**config.mk**
```make
export PLATFORM = sky130hd
export DESIGN_NAME = match_sequencer
export DESIGN_NICKNAME = d
export VERILOG_FILES = /design/src/rtl/match_sequencer.sv
export SDC_FILE = /design/constraint.sdc
export NUM_CORES = 1
export LEC_CHECK = 0
export CAP_MARGIN = 20
export CORE_ASPECT_RATIO = 1.2
export CORE_MARGIN = 1.5
export CORE_UTILIZATION = 48
export DETAILED_ROUTE_END_ITERATION = 7
export MAX_ROUTING_LAYER = met4
export PLACE_DENSITY_LB_ADDON = 0.12
export SYNTH_ARGS = -nofsm -noshare
export SYNTH_HDL_FRONTEND = slang
export SYNTH_SLANG_ARGS = --single-unit
```
**constraint.sdc**
```tcl
create_clock -name clk -period 2.6 [get_ports clk]
set_input_delay 0.39 -clock clk [delete_from_list [all_inputs] [get_ports clk]]
set_output_delay 0.39 -clock clk [all_outputs]
set_load 0.02 [all_outputs]
```
**src/rtl/match_sequencer.sv**
```systemverilog
// Trade-matching sequencer between order-book top-of-book and the spread unit.
// Captures best bid/ask in IDLE. It tests the captured pair for a cross.
// On a cross it issues a one-cycle match strobe with fill pulses.
// It then lets the book settle before it samples the book again.
module match_sequencer #(
  parameter int unsigned PRICE_W    = 8,
  parameter int unsigned QTY_W      = 8,
  parameter int unsigned CNT_W      = 16,
  parameter int unsigned GAP_CYCLES = 2
) (
  input  logic               clk,
  input  logic               reset,
  input  logic               run,
  input  logic               bid_valid,
  input  logic [PRICE_W-1:0] bid_price,
  input  logic [QTY_W-1:0]   bid_qty,
  input  logic               ask_valid,
  input  logic [PRICE_W-1:0] ask_price,
  input  logic [QTY_W-1:0]   ask_qty,
  input  logic               book_update,
  output logic               match_signal,
  output logic               enable_count,
  output logic [PRICE_W-1:0] buy_price,
  output logic [PRICE_W-1:0] sell_price,
  output logic [QTY_W-1:0]   trade_qty,
  output logic               bid_fill,
  output logic               ask_fill,
  output logic [CNT_W-1:0]   match_count,
  output logic               busy
);

  typedef enum logic [2:0] {
    StIdle,
    StCheck,
    StMatch,
    StSettle,
    StHold
  } state_e;

  state_e     state_q;
  logic [7:0] gap_q;
  logic       upd_seen_q;

  // Busy is decoded from the state register only.
  assign busy = (state_q != StIdle);

  // Sequencer FSM with registered outputs; the capture registers double as price/qty outputs.
  always_ff @(posedge clk or negedge reset) begin
    if (!reset) begin
      state_q      <= StIdle;
      gap_q        <= 8'd0;
      upd_seen_q   <= 1'b0;
      match_signal <= 1'b0;
      enable_count <= 1'b0;
      buy_price    <= '0;
      sell_price   <= '0;
      trade_qty    <= '0;
      bid_fill     <= 1'b0;
      ask_fill     <= 1'b0;
      match_count  <= '0;
    end else begin
      enable_count <= run;
      match_signal <= 1'b0;
      bid_fill     <= 1'b0;
      ask_fill     <= 1'b0;
      // Remember updates seen while busy; a later transition to IDLE clears it.
      if (state_q != StIdle && book_update) begin
        upd_seen_q <= 1'b1;
      end
      unique case (state_q)
        StIdle: begin
          upd_seen_q <= 1'b0;
          if (run && bid_valid && ask_valid) begin
            buy_price  <= bid_price;
            sell_price <= ask_price;
            // min() is zero iff either side has zero quantity.
            trade_qty  <= (bid_qty < ask_qty) ? bid_qty : ask_qty;
            state_q    <= StCheck;
          end
        end
        StCheck: begin
          if (!run) begin
            state_q    <= StIdle;
            upd_seen_q <= 1'b0;
          end else if (buy_price >= sell_price && trade_qty != '0) begin
            state_q      <= StMatch;
            match_signal <= 1'b1;
            bid_fill     <= 1'b1;
            ask_fill     <= 1'b1;
            match_count  <= match_count + 1'b1;
          end else begin
            state_q <= StHold;
          end
        end
        StMatch: begin
          // The strobe is already committed; run is not consulted here.
          gap_q   <= 8'(GAP_CYCLES);
          state_q <= StSettle;
        end
        StSettle: begin
          if (!run || gap_q <= 8'd1) begin
            gap_q      <= 8'd0;
            state_q    <= StIdle;
            upd_seen_q <= 1'b0;
          end else begin
            gap_q <= gap_q - 8'd1;
          end
        end
        StHold: begin
          if (!run || book_update || upd_seen_q) begin
            state_q    <= StIdle;
            upd_seen_q <= 1'b0;
          end
        end
        default: begin
          state_q    <= StIdle;
          upd_seen_q <= 1'b0;
        end
      endcase
    end
  end

endmodule

```
==> results of run 1 <==
[sequential cells by signal (all words and copies together), names as in the netlist]
signal,count
trade_qty,8
gap_q,8
sell_price,8
ask_fill,1
enable_count,1
match_count,16
state_q,3
buy_price,8
upd_seen_q,1
[cell usage after synthesis, drive strengths merged (4+ instances only)]
cell type  count  area share, %
nand2         18            2.3
nand3          5           0.87
mux2i          8            2.8
or3            4           0.87
mux2          17            6.6
o2111ai        4            1.2
inv           19            2.5
ha            18            7.8
nand4          4           0.87
nand2b         5            1.1
nor2          13            1.8
buf            5            1.1
a21oi         10            1.7
xor2           8            2.4
o21ai         16            2.8
dfrtp         54             47
clkbuf         5           0.65
xnor2         12            3.7
[layer usage]
metal | vias up | GRT usage (%) | wire (µm)
met3 | 6 | 4.49 | 327
met4 | 0 | 5.22 | 51
met1 | 1084 | 24.9 | 2600
li1 | 1103 | - | -
met5 | - | - | 0
met2 | 76 | 33.5 | 2900
[final timing paths]
kind	startpoint	to
max in group asynchronous	reset	ask_fill
min in group clk	match_count[5]	match_count[5]
max reg2reg	buy_price[0]	match_count[1]
max	buy_price[0]	match_count[1]
min	reset	gap_q[2]
min reg2reg	match_count[5]	match_count[5]
[cell type report]
type | count | area (µm²) | share of cell area, %
multi-input combinational | 178 | 1410 | 35.9
sequential | 54 | 1350 | 34.5
timing repair buffer | 90 | 876 | 22.4
tap | 80 | 100 | 2.56
clock buffer | 6 | 72.6 | 1.85
inverter | 19 | 71.3 | 1.82
clock inverter | 2 | 37.5 | 0.959
[cells in the final DEF (no fill, tap or decap), types with 2 or more instances in the layout]
master                            Yosys  routed
sky130_fd_sc_hd__and3_1               3       3
sky130_fd_sc_hd__and4_1               3       3
sky130_fd_sc_hd__inv_1               19      19
sky130_fd_sc_hd__or3_1                4       4
sky130_fd_sc_hd__a2111oi_4            2       2
sky130_fd_sc_hd__clkbuf_8             0       5
sky130_fd_sc_hd__dfrtp_1             54      54
sky130_fd_sc_hd__and2_1               2       2
sky130_fd_sc_hd__a211o_1              2       2
sky130_fd_sc_hd__o41ai_1              2       2
sky130_fd_sc_hd__nand2_1             18      18
sky130_fd_sc_hd__o21ai_0             16      16
sky130_fd_sc_hd__mux2i_1              8       8
sky130_fd_sc_hd__o2111ai_1            4       4
sky130_fd_sc_hd__a211oi_1             2       2
sky130_fd_sc_hd__xnor2_1             12      12
sky130_fd_sc_hd__nand4_1              4       4
sky130_fd_sc_hd__buf_4                3       8
sky130_fd_sc_hd__a21oi_1             10      10
sky130_fd_sc_hd__xor2_1               8       8
sky130_fd_sc_hd__nand4b_1             3       3
sky130_fd_sc_hd__mux2_2              17      17
sky130_fd_sc_hd__nor2_1              12      12
sky130_fd_sc_hd__ha_1                18      18
sky130_fd_sc_hd__nor4_1               3       3
sky130_fd_sc_hd__nand2b_1             5       5
sky130_fd_sc_hd__clkdlybuf4s50_1      0      81
sky130_fd_sc_hd__nand3_1              5       5
[power by group]
part	switching, W	internal (W)
clock	0.000261	0.000287
combinational	0.000939	0.000885
sequential	0.000252	0.00112
[critical path, stage by stage, from the launching register on]
cell                        delay, ps
sky130_fd_sc_hd__dfrtp_1          380
sky130_fd_sc_hd__inv_1             50
sky130_fd_sc_hd__ha_1             270
sky130_fd_sc_hd__nand2b_1         150
sky130_fd_sc_hd__a2111oi_2        540
sky130_fd_sc_hd__nor4b_4           90
sky130_fd_sc_hd__buf_4            190
sky130_fd_sc_hd__nor2_2           160
sky130_fd_sc_hd__mux2_2           350
[cell families after synthesis]
group / Yosys count / synth area share (%)
fa+ha+maj: 18 / 7.82
compound gates: 46 / 11.8
buf+inv: 29 / 4.26
simple gates: 69 / 13.7
xor+xnor: 20 / 6.08
mux: 25 / 9.43
flops: 54 / 46.9
[per-stage QoR]
stage | instances | worst slack, ps
5_1_grt | 429 | 96.3
2_1_floorplan | 261 | 440
6_report | 429 | 307
3_3_place_gp | 421 | 240
4_1_cts | 429 | 269
3_5_place_dp | 421 | 147
==> results_dict.tcl, run 1 <==
set metrics [dict create \
    outcome "finished, final reports clean" \
    ys_seq_elements 54 \
    number_of_global_route_vias_before_repair 2231 \
    clk_pin_slew_worst_paths_ps 90 \
    die_height_um 87.8 \
    postCtsResizedCells 0 \
    dpl-instance-area_um2 3800 \
    place_hpwl_mm 4.55 \
    detail_route.wl_per_cell_um 13.7 \
    dr_total_vias 2269 \
    clock_latency_ps 300 \
    per_cell_via_count_in_the_routed_design 5.29 \
    synthFlopType "sky130_fd_sc_hd__dfrtp_1" \
    antenna_violating_nets_post_route 0 \
    wirelength_mm 5.87 \
    globalRouteTotalUtil_pct 20.2 \
    detail_route.drc_violations 0 \
    grt_max_degree 40 \
    io_pins 83 \
    power.static_leakage_nw 1.77 \
    critical_path.max_fanout 9 \
    gp_congestion 0.800 \
    post-route-cell-area_um2 3910 \
    cts-root-to-sink-buffers 2 \
    worst_r2r_path_depth 8 \
    setup_buffers_after_cts 0 \
    post_route_cells_drive_above_1_share_pct 11.2 \
    fp.dieW_um 73.7 \
    dieArea_um2 6470 \
    synthesis.nets 317 \
    worst_ir_drop_vdd_mv 0.766 \
    row_count 30 \
    antenna_found_initial 0 \
    rrSetupSlack_ps 310 \
    start_kind "register" \
    final_net_count 404 \
    drt_pass1_iterations 6 \
    clock_tree_from_tritoncts "done" \
    skew_ps 9.65 \
    async_reset_ff_share_pct 100 \
    flow.area_growth_from_synthesis_pct 35.9 \
    post_synth.cell_area_avg_um2 11.0 \
    final_max_slew_viol_count 0 \
    io_buffers 82 \
    max_slew_margin_pct 44.5 \
    initial_core_util_pct 50.5 \
    post_synth_instance_area_um2 2880 \
    layout_worst_path_cycle_share_pct 88.2 \
    ctsHtreeMaxLevel 2 \
    cts_hold_repair.buffers 0 \
    final-hold-violation-count 0 \
    ys_warn_count 0 \
    criticalPathCategory "register to register" \
    grt_pass1_wl_mm 10.1 \
    cp_data_required_time_ps 2780 \
    root_buffer "sky130_fd_sc_hd__clkbuf_8" \
    tritoncts_num_sinks 54 \
    drt_iter0_drc 137 \
    postSynthCellCount 261 \
    global_route_congestion_overflow_total 0 \
    core_util_final_pct 68.6 \
    antenna_cells_inserted 0 \
    p_total_w 0.00374 \
    timing.final.crit_period_ps 2290 \
    setup_repair_after_global_routing_missed_its_margin "no" \
    min-delay-path-class "input pin to async pin" \
    synth-edff-count 0 \
    tightestPinTransition_ps 832 \
    worst_setup_path_end_kind "register" \
    fmax_mhz 436 \
    core_um2 5710 \
    cts_buffers 5 \
    totalNegativeSetupSlack_ps 0 \
    power_per_cell_area_nw_per_um2 956 \
    distinct_cell_type_count_of_the_synthesized_netlist 43 \
    filler_cell_count 483 \
    finalSetupViolations 0 \
    synth_sequential_area_ratio_pct 46.9 \
    max_cap_viol_count 0 \
    holdWs_ps 182 \
    cp_data_arrival_time_ps 2480 \
]
Power figures use the tool's default switching activity.
==> inputs of run 2 (changes only) <==
--- a/config.mk
+++ b/config.mk
@@ -12,6 +12,7 @@
 export DETAILED_ROUTE_END_ITERATION = 7
 export MAX_ROUTING_LAYER = met4
 export PLACE_DENSITY_LB_ADDON = 0.12
+export SKIP_LAST_GASP = 1
 export SYNTH_ARGS = -nofsm -noshare
 export SYNTH_HDL_FRONTEND = slang
 export SYNTH_SLANG_ARGS = --single-unit
==> results of run 2 <==
Final layout, timing and power as in run 1 (identical DEF).
==> variant, RTL diff (settings of run 2) <==
Add an input register stage for `bid_qty`, with the module's reset; this delays it by one clock. The other inputs are not delayed to match.
--- a/src/rtl/match_sequencer.sv
+++ b/src/rtl/match_sequencer.sv
@@ -38,4 +38,14 @@
   } state_e;
 
+  logic [QTY_W-1:0] bid_qty_q;
+
+  always_ff @(posedge clk or negedge reset) begin
+    if (!reset) begin
+      bid_qty_q <= '0;
+    end else begin
+      bid_qty_q <= bid_qty;
+    end
+  end
+
   state_e     state_q;
   logic [7:0] gap_q;
@@ -75,5 +85,5 @@
             sell_price <= ask_price;
             // min() is zero iff either side has zero quantity.
-            trade_qty  <= (bid_qty < ask_qty) ? bid_qty : ask_qty;
+            trade_qty  <= (bid_qty_q < ask_qty) ? bid_qty_q : ask_qty;
             state_q    <= StCheck;
           end
Check against the original RTL: not equivalent (Yosys sat finds a counterexample within 4 cycles, from zero or initial values and one cycle with reset low).
==> variant against run 2 <==
Setup slack improved by 0.041 ns. Total power rose by 21%. Synthesized area rose by 7.0%. Sequential cell count rose by 8. Routed wire length rose by 13%. Die area rose by 6.7%. Design area rose by 9.2%. Clock skew fell by 0.0031 ns. Critical path type unchanged.
==> variant: results (changes against run 2) <==
power:
  peakVddDrop_v: 0.000719  # -6.2%
  power.density_nw_per_um2: 1060  # +10%
routing:
  drtIter0Drc: 72  # -47%
  viasPerCell: 5.18  # -2.1%
global_routing:
  grt_pass1_vias: 2389  # +7.1%
  track_usage_pct: 21.2  # +0.98 points
synth:
  ys_top_cells_by_area: "dfrtp_1 50%, ha_1 7.3%, mux2_2 6.2%, xnor2_1 4.8%, o21ai_0 3.6%"
  yosysSeqAreaShare_pct: 50.4  # +3.4 points
  synth.distinct_cells: 40  # -7.0%
  netlist_top_cells_count: "62 x dfrtp_1, 22 x o21ai_0, 20 x nand2_1, 19 x inv_1, 18 x ha_1"
  synth_mux_area_share_pct: 8.81  # -0.62 points
layout:
  n_fill_cell: 503  # +4.1%
  nonClockBufferCount: 89  # -1.1%
  seq_area_share_pct: 36.3  # +1.8 points
  nNetsFinal: 419  # +3.7%
  n_clock_buffer: 10  # +4
  drive_above_1_share_pct: 13.0  # +1.9 points
timing:
  worst_pin_slew_ns: 0.775  # -0.0568 ns
  skew_ns: 0.00654  # -0.00311 ns
worst_setup_path:
  max_stage_delay_ns: 0.52  # -0.02 ns
  reg2reg_depth: 7  # -1
clocking:
  htree_levels: 3  # +1
  clk_pin_slew_ns: 0.07  # -0.02 ns
  cts_buffers: 9  # +4
placement:
  dpl-instance-area_sq_um: 4000  # +5.3%
  dp_cells: 434  # +3.1%
run_status:
  outcome: "finished, final reports clean"
variant: cell count changes in the layout (fill, tap and decap cells not counted), moves of 5 or more:
cell	before	now
clkbuf_8	5	10
o21ai_0	16	22
nor2_1	12	17
xnor2_1	12	17
xor2_1	8	3
dfrtp_1	54	62
variant: metal layers:
| metal | track usage, % | vias up | wire length, um |
|---|---|---|---|
| li1 | - | 1133 | - |
| met1 | 25.6 | 1113 | 2950 |
| met2 | 33.3 | 70 | 3230 |
| met3 | 4.65 | 14 | 306 |
| met4 | 11.3 | 0 | 156 |
| met5 | - | - | 0 |
variant: report_power, final:
group	internal, W	switching, W	leakage (nW)	total, W
Sequential	0.00126	0.000269	0.788	0.00153
Clock	0.000758	0.000376	0.132	0.00113
Combinational	0.000905	0.000948	0.990	0.00185
